## src/rtl/pwpoly_pkg.sv

```systemverilog
// Shared types and field helpers for the piecewise-polynomial activation controller.
// Holds FSM encoding, IEEE-754 single field positions and address-width helpers.
package pwpoly_pkg;

  typedef enum logic [2:0] {
    S_IDLE,
    S_FETCH,
    S_LOAD,
    S_ISSUE,
    S_WAIT,
    S_DONE
  } state_t;

  localparam int SIGN_BIT = 31;
  localparam int EXP_HI   = 30;
  localparam int EXP_LO   = 23;
  localparam int MANT_HI  = 22;
  localparam int MANT_W   = 23;

  localparam int DEF_E_MIN  = 126;
  localparam int DEF_NBANDS = 5;

  function automatic int seg_w(input int nbands);
    return nbands + 1;
  endfunction

  function automatic int k_w(input int degree);
    return (degree < 1) ? 1 : $clog2(degree + 1);
  endfunction

  // ROM address layout is {func, sign, seg, k}
  function automatic int addr_w(input int func_bits, input int nbands, input int degree);
    return func_bits + 1 + seg_w(nbands) + k_w(degree);
  endfunction

endpackage

```

## src/rtl/pwpoly_seg_decode.sv

```systemverilog
// Combinational segment decode: exponent band plus leading mantissa bits select the segment.
// Below the first band maps to segment 0; above the last band (and Inf/NaN) maps to SAT.
module pwpoly_seg_decode
  import pwpoly_pkg::*;
#(
  parameter int E_MIN  = DEF_E_MIN,
  parameter int NBANDS = DEF_NBANDS
) (
  input  logic [30:0]     x,
  output logic [NBANDS:0] seg,
  output logic            sat
);

  localparam int SW = NBANDS + 1;

  logic [7:0]        e;
  logic [MANT_HI:0]  m;
  int                b;

  always_comb begin
    e   = x[EXP_HI:EXP_LO];
    m   = x[MANT_HI:0];
    b   = int'(e) - E_MIN;
    seg = '0;
    sat = 1'b0;
    if (int'(e) < E_MIN) begin
      seg = '0;
    end else if (b < NBANDS) begin
      // band b splits into 2^b segments using the top b mantissa bits
      seg = (SW'(1) << b) | SW'(m >> (MANT_W - b));
    end else begin
      seg = SW'(1) << NBANDS;
      sat = 1'b1;
    end
  end

endmodule

```

## src/rtl/pwpoly_act_ctrl.sv

```systemverilog
// Horner-scheme activation sequencer driving a coefficient ROM and an external FMA.
// One operand in flight; in_ready only in IDLE, FMA and output stall on their ready inputs.
module pwpoly_act_ctrl
  import pwpoly_pkg::*;
#(
  parameter int DEGREE    = 3,
  parameter int FUNC_BITS = 1,
  parameter int E_MIN     = DEF_E_MIN,
  parameter int NBANDS    = DEF_NBANDS,
  parameter int FMA_LAT   = 2
) (
  input  logic                                        clk,
  input  logic                                        res,
  input  logic                                        in_valid,
  output logic                                        in_ready,
  input  logic [31:0]                                 in_x,
  input  logic [FUNC_BITS-1:0]                        in_func,
  output logic                                        coef_rd,
  output logic [addr_w(FUNC_BITS, NBANDS, DEGREE)-1:0] coef_addr,
  input  logic [31:0]                                 coef_data,
  output logic                                        fma_valid,
  input  logic                                        fma_ready,
  output logic [31:0]                                 fma_a,
  output logic [31:0]                                 fma_b,
  output logic [31:0]                                 fma_c,
  input  logic                                        fma_done,
  input  logic [31:0]                                 fma_result,
  output logic                                        out_valid,
  input  logic                                        out_ready,
  output logic [31:0]                                 out_y
);

  localparam int KW = k_w(DEGREE);
  localparam int SW = seg_w(NBANDS);

  if (DEGREE < 1 || DEGREE > 7 || NBANDS < 1 || NBANDS > 6 || FMA_LAT < 1) begin : g_bad_param
    $error("pwpoly_act_ctrl: parameter out of legal range");
  end

  state_t               state, nstate;
  logic [31:0]          x_q, acc, creg;
  logic [FUNC_BITS-1:0] func_q;
  logic [SW-1:0]        seg_q, seg_d;
  logic                 sat_q, sat_d;
  logic                 first_q;
  logic [KW-1:0]        k_q;

  pwpoly_seg_decode #(
    .E_MIN  (E_MIN),
    .NBANDS (NBANDS)
  ) u_seg (
    .x   (in_x[30:0]),
    .seg (seg_d),
    .sat (sat_d)
  );

  always_ff @(posedge clk or posedge res) begin
    if (res) state <= S_IDLE;
    else     state <= nstate;
  end

  always_comb begin
    nstate    = state;
    in_ready  = 1'b0;
    coef_rd   = 1'b0;
    fma_valid = 1'b0;
    out_valid = 1'b0;
    case (state)
      S_IDLE: begin
        in_ready = 1'b1;
        if (in_valid) nstate = S_FETCH;
      end
      S_FETCH: begin
        coef_rd = 1'b1;
        nstate  = S_LOAD;
      end
      S_LOAD: begin
        // DEGREE >= 1, so the leading coefficient alone never completes a normal operand
        if (first_q) nstate = sat_q ? S_DONE : S_FETCH;
        else         nstate = S_ISSUE;
      end
      S_ISSUE: begin
        fma_valid = 1'b1;
        if (fma_ready) nstate = S_WAIT;
      end
      S_WAIT: begin
        if (fma_done) nstate = (k_q == '0) ? S_DONE : S_FETCH;
      end
      S_DONE: begin
        out_valid = 1'b1;
        if (out_ready) nstate = S_IDLE;
      end
      default: nstate = S_IDLE;
    endcase
  end

  always_ff @(posedge clk or posedge res) begin
    if (res) begin
      x_q     <= '0;
      func_q  <= '0;
      seg_q   <= '0;
      sat_q   <= 1'b0;
      first_q <= 1'b0;
      k_q     <= '0;
      acc     <= '0;
      creg    <= '0;
    end else begin
      case (state)
        S_IDLE: begin
          if (in_valid) begin
            x_q     <= in_x;
            func_q  <= in_func;
            seg_q   <= seg_d;
            sat_q   <= sat_d;
            first_q <= 1'b1;
            k_q     <= sat_d ? '0 : KW'(DEGREE);
          end
        end
        S_LOAD: begin
          if (first_q) begin
            acc     <= coef_data;
            first_q <= 1'b0;
            if (!sat_q) k_q <= k_q - KW'(1);
          end else begin
            creg <= coef_data;
          end
        end
        S_WAIT: begin
          if (fma_done) begin
            acc <= fma_result;
            if (k_q != '0) k_q <= k_q - KW'(1);
          end
        end
        default: ;
      endcase
    end
  end

  assign coef_addr = {func_q, x_q[SIGN_BIT], seg_q, k_q};
  assign fma_a     = acc;
  assign fma_b     = x_q;
  assign fma_c     = creg;
  assign out_y     = acc;

endmodule

```

## config.mk

```make
export PLATFORM = sky130hd
export DESIGN_NAME = pwpoly_act_ctrl
export DESIGN_NICKNAME = d
export VERILOG_FILES = /design/src/rtl/pwpoly_pkg.sv /design/src/rtl/pwpoly_seg_decode.sv /design/src/rtl/pwpoly_act_ctrl.sv
export SDC_FILE = /design/constraint.sdc
export NUM_CORES = 1
export LEC_CHECK = 0
export ABC_AREA = 1
export CORE_MARGIN = 1
export CORE_UTILIZATION = 41
export CTS_CLUSTER_SIZE = 28
export DETAILED_ROUTE_END_ITERATION = 8
export GPL_TIMING_DRIVEN = 0
export PLACE_DENSITY = 0.78
export SKIP_LAST_GASP = 1
export SLEW_MARGIN = 20
export SYNTH_ARGS = -nofsm -noshare
export SYNTH_HDL_FRONTEND = slang
export SYNTH_SLANG_ARGS = --single-unit
```

## constraint.sdc

```tcl
create_clock -name clk -period 3.5 [get_ports clk]
set_clock_uncertainty 0.05 [all_clocks]
set_input_delay 0.7 -clock clk [delete_from_list [all_inputs] [get_ports clk]]
set_output_delay 0.7 -clock clk [all_outputs]
set_load 0.005 [all_outputs]
```

## Word level (Yosys, flattened, before mapping)

Index checks and enable logic that the tools add are counted.

- Register bits: 110
- Bits in latches: 0
- Memory bits (writable): 0
- ROM bits: 0
- Input port bits: 103
- Output and inout bits: 142
- Logic and storage cells: 70
- Memories: 0

- $add $sub $neg: 3
- Multiply operators: 0
- Div/mod/pow operators: 0
- Magnitude comparators: 2
- Equality and inequality tests: 12
- Shift operators: 2
- Multiplexer cells: 28
- Bitwise gates (word level): 2
- Reduce and logical (&&, ||, !) cells: 12

Operator list:

| operator | number |
|---|---|
| two-way mux 32 bit | 2 |
| case mux 32 bit (2 select lines) | 1 |
| less-than comparator 32 x 4 -> 1 bit, second input constant | 1 |
| left shift 1 x 32 -> 6 bit, first input constant | 1 |
| right shift 23 x 32 -> 6 bit | 1 |
| subtractor 6 x 32 -> 32 bit, first input constant | 1 |
| two-way mux 3 bit | 7 |
| case mux 3 bit (6 select lines) | 1 |
| != test 2 bit, second input constant | 7 |
| two-way mux 2 bit | 6 |
| two-way mux 6 bit | 2 |
| subtractor 8 x 7 -> 9 bit, second input constant | 1 |
| less-than comparator 8 x 7 -> 1 bit, second input constant | 1 |
| two-way mux 1 bit | 7 |
| equality test 3 x 2 -> 1 bit, second input constant | 2 |
| equality test 3 bit, second input constant | 2 |
| OR 6 bit | 1 |
| case mux 2 bit (3 select lines) | 1 |
| AND reduction 2 bit | 3 |
| AND reduction 6 bit | 1 |
| nonzero test 2 bit | 3 |
| AND reduction 4 bit | 1 |
| equality test 3 x 1 -> 1 bit, second input constant | 1 |
| logical NOT 3 bit | 1 |
| other kinds (6) | 6 |

## Logic depth before layout (Yosys ltp)

- Depth in word-level cells: 7
- Gate-level depth with buffers: 29
- Mapped depth without buffers: 27

## Cells and area by module

From an unflattened synthesis, not the netlist that was laid out.

- Cells, all modules: 972
- Area, all modules: 6,832.8 um^2

By module, submodules not included:

| module | times used | cells each | area each (um^2) | seq. area each (um^2) |
|---|---|---|---|---|
| pwpoly_act_ctrl | 1 | 653 | 5,180.0 | 2,752.6 |
| pwpoly_seg_decode | 1 | 319 | 1,652.8 | 0.0 |

## Worst setup path before layout

OpenSTA, ideal clock, no wires.

- Path type: input-to-reg
- Start: input port in_x[24]
- End: register seg_q[1]
- Setup time: 0.066 ns
- Arrival time: 3.468 ns
- Data required time: 3.384 ns
- Path slack: -0.083 ns
- Stages on the path: 25
- Path buffers: 2
- Cell sequence: ha_1 > nor2_1 > nor2_4 > buf_2 > ha_1 > nor2_8 > nand3_1 > ha_1 > nand2_1 > nor3_1 > nand2_1 > nor2_1 > inv_1 > nor2_8 > buf_6 > nand4_1 > nand3_1 > nand3_1 > nand3_1 > nand2_1 > nand2_1 > nand2_1 > nand2_1 > nand2_1 > nand2_1

- Word-level cells in the longest chain between the ends: 6
- Elaborated cells between the ends (all ways): 9
- Classes of those cells: add/sub (2); order compare (2); shift (2); mux (2); bitwise (1)

Ends and longest elaborated chain:

| item | line | text |
|---|---|---|
| start, declared | pwpoly_act_ctrl.sv:16 | `input logic [31:0] in_x,` |
| subtractor 8 x 7 -> 9 bit | pwpoly_seg_decode.sv:23 | `b = int'(e) - E_MIN;` |
| subtractor 6 x 32 -> 32 bit | pwpoly_seg_decode.sv:30 | `seg = (SW'(1) << b) \| SW'(m >> (MANT_W - b));` |
| right shift 23 x 32 -> 6 bit | pwpoly_seg_decode.sv:30 |  |
| OR 6 bit | pwpoly_seg_decode.sv:30 |  |
| two-way mux 6 bit | pwpoly_seg_decode.sv:28 | `end else if (b < NBANDS) begin` |
| two-way mux 6 bit * | pwpoly_seg_decode.sv:26 | `if (int'(e) < E_MIN) begin` |
| end signal, assigned | pwpoly_act_ctrl.sv:113 | `seg_q <= seg_d;` |
| end, declared | pwpoly_act_ctrl.sv:43 | `logic [SW-1:0] seg_q, seg_d;` |

Mark *: on every way between the ends. The rest lies on a longest branch, timed or not.
A chain may end at the register's enable or synchronous reset.

## Final worst setup path

- Start: input port in_x[24]
- End: register seg_q[2]

The elaborated chain is that of the path after synthesis.

==> summary.md <==
| Metric | Value |
|---|---|
| WP data required | 3.75 ns |
| Yosys cell types | 39 |
| Die Width | 128.2 um |
| CP max-delay cell | ha_4 |
| Net Count, Synth | 948 |
| Count of pins over their slew limit | 0 |
| Tot Pwr | 7.050 mW |
| Met1 usage | 32.11% |
| H-Tree Depth | 3 |
| Synth Cell Area | 6530 um2 |
| Most used cell, CP | nand2_1 |
| Power Dens Cells | 715.5 nW/um2 |
| Worst R2R Start | state[1]$_DFFE_PP0P_ |
| Max-cap violations | 0 |
| IO Pins | 245 |
| Post-route cell area | 9853 um2 |
| Worst rel slew slack | 42.65% |
| Synthesis-stage register bit count | 110 |
| Core area | 15370 um2 |
| Most used routing layer | met2 |
| Highest ir drop seen on vdd | 301.7 uV |
| CTS tree | built |
| Layout cells sized above 1 | 16.68% |
| Leakage power | 4.489 nW |
| Drt first pass iters | 6 |
| Routed length per instance | 17.38 um |
| Ys async rst share | 100.0% |
| Hold Vio Cnt, Final | 0 |
| GR Overflow Total | 0 |
| Via-per-instance ratio | 5.210 |
| Initial Util | 42.48% |
| Tcrit/Tclk final | 96.06% |
| Post-synth EDFFs | 0 |
| Worst setup SP type | primary input |
| Filler cells | 1344 |
| GRT Resource Usage Total | 27.56% |
| Hold path start | fma_b[8]$_DFFE_PP0P_ |
| Die Height | 128.2 um |
| CP Max Fanout | 5 |
| Die ar. | 16440 um2 |
| Routed Antenna Nets | 0 |
| Initial DRC count | 585 |
| Fin nets | 1222 |
| Reg2reg end | fma_a[13]$_DFFE_PP0P_ |
| Flop2flop setup slack | 0.92 ns |
| Hold path endpoint | fma_b[8]$_DFFE_PP0P_ |
| Setup violators final | 0 |
| Setup crit end kind | flop |
| Clk root buf | clkbuf_16 |
| GR Util met3 | 5.217% |
| Post-synth top area share | 42.15% |
| # port buffers | 243 |
| Skew-Pair Late Insertion Delay | 0.36 ns |
| Row cnt | 45 |
| Grt met2 use | 49.73% |
| Fin Hold WS | 0.4278 ns |
| Largest net degree at the start of global routing | 32 |
| Ys Warns | 0 |
| Number of global-route vias before repair | 6457 |
| WL final | 23.07 mm |
| Synth area leader | dfrtp_1 |
| Utilization after layout | 64.10% |
| FF-to-FF path depth | 8 |
| CTS sink cnt | 110 |
| Cell family with most CP delay | simple AND/OR/NAND/NOR gates |
| Synth Instances | 836 |
| DRC | 0 |
| Synth-to-layout area growth | 50.89% |
| Hold-fix buffers, CTS | 0 |
| Worst path arrival time | 3.61 ns |
| CTS Buf Count | 9 |
| Achievable clock frequency | 0.2974 GHz |
| Setup Total Neg Slack | 0 ns |
| Worst Tran Pin Value | 0.8571 ns |
| Hold crit path type | reg -> reg |
| Cell Area, Placed | 9295 um2 |
| Seq/Total Area, Yosys | 42.15% |
| Initial antenna violation count | 1 |
| Beginning of the critical path | in_x[24] |
| Outcome | finished, final reports clean |
| Dominant synthesized flop cell | dfrtp_1 |
| Synth area leaders | dfrtp_1, nand2_1, nand3_1, mux2_2, buf_4 |
| First-pass GRT wire length | 34.47 mm |
| Minimum clock period | 3.362 ns |
| CP Class | in -> reg |
| Mean Syn Cell Area | 7.811 um2 |
| Worst-path clk slew | 0.07 ns |
| CP max stage delay | 0.27 ns |
| Max clock buf depth | 2 |
| Placer Congestion | 0.9308 |
| WP buf/inv | 4 |
| Min-Delay Path Depth | 2 |
| Placed wire-length estimate | 17.59 mm |
| Via count | 6914 |
per-layer routing:
metal  share of wire [%]  wire (um)  up-vias
met5                   0          0        -
met4                 2.7        622        0
met3                 7.4       1705       54
met2                  51      11760      307
met1                  39       8975     3266
li1                    -          -     3287
cell families after synthesis:
group                      after synthesis  synth area share (%)
and+or+nand+nor                        487                 33.57
xor gates and xnor gates                 1                0.1341
adders and majority gates                9                 1.724
muxes                                   32                 5.518
AOI/OAI and AO/OA                       72                 6.400
DFF                                    110                 42.15
buffers and inverters                  125                 10.50
sequential cells by signal, summed over array words and instances, names as in the netlist:
name / flops
fma_c: 32
sat_q: 1
state: 3
fma_b: 32
seg_q: 6
first_q: 1
k_q: 2
func_q: 1
fma_a: 32
power breakdown:
group / internal, mW / switching [mW]
Clock: 0.577 / 0.481
Combinational: 2.21 / 1.53
Sequential: 1.89 / 0.365
per-stage QoR:
step                std cells  setup WS [ns]
floorplan                 836        0.01200
global placement         1290         -1.115
detailed placement       1293         -1.081
CTS                      1324       0.009421
global route             1327       -0.02331
finish                   1327         0.1378
worst max-delay path by stage:
stage,to,slack (ns),cells past startpoint
5_1_grt,seg_q[0]$_DFFE_PP0P_,-0.02,28
6_report,seg_q[2]$_DFFE_PP0P_,0.14,27
3_3_place_gp,seg_q[2]$_DFFE_PP0P_,-1.12,27
3_5_place_dp,seg_q[5]$_DFFE_PP0P_,-1.08,27
2_1_floorplan,seg_q[1]$_DFFE_PP0P_,0.01,26
4_1_cts,seg_q[5]$_DFFE_PP0P_,0.009,29
synthesized netlist by cell type (all sizes together), types with 8 or more instances:
| cell type | count |
|---|---|
| a31oi | 34 |
| a21oi | 11 |
| inv | 41 |
| clkbuf | 25 |
| nand3 | 78 |
| nand2 | 303 |
| nor2 | 59 |
| o21ai | 21 |
| nor3 | 8 |
| ha | 9 |
| buf | 57 |
| dfrtp | 110 |
| nand4 | 34 |
| mux2 | 32 |
worst register-to-register path, cell delays in order (launching register included):
cell and delay [ns]:
dfrtp_1 0.44, nor3_2 0.48, clkinv_1 0.39, or2_2 0.39, nand2_1 0.08, inv_2 0.09, clkbuf_1 0.28, nor2_1 0.18
a31oi_1 0.06
cell usage in the layout, fill, tap and decap left out, drive strengths merged:
cell	netlist	final
clkinv	2	4
nand2	303	303
o211ai	1	1
dfrtp	110	110
nor3	8	8
dlymetal6s2s	0	1
clkinvlp	0	1
o22ai	2	2
xor2	1	1
o311ai	1	1
a21oi	11	11
clkbuf	25	41
diode	0	1
bufinv	0	1
nand3	78	78
nand4	34	34
nor2	59	59
ha	9	9
clkdlybuf4s50	0	237
o41ai	1	1
a31oi	34	34
inv	41	40
mux2	32	32
nand3b	1	1
or2	3	3
o21ai	21	21
and2	1	1
o21bai	1	1
buf	57	79
cell type report:
cell class	instances	area, um2	area share, %
Clock inverter	3	43.79	0.4444
Timing Repair Buffer	264	2638	26.77
Multi-Input combinational cell	601	3211	32.58
Clock buffer	13	250.2	2.540
Buffer	81	521.8	5.295
Tap cell	211	264.0	2.679
Inverter	43	170.2	1.727
Antenna cell	1	2.502	0.02540
Sequential cell	110	2753	27.94
repair_timing:
action,4_1_cts,5_1_grt
cloned,3,0
pin swaps,9,21
gates resized for setup,21,41
buffers inserted,13,2
endpoints found under the hold margin,0,0
endpoints found under the setup margin,6,6
Note: power is estimated with default switching activity, not from simulation.
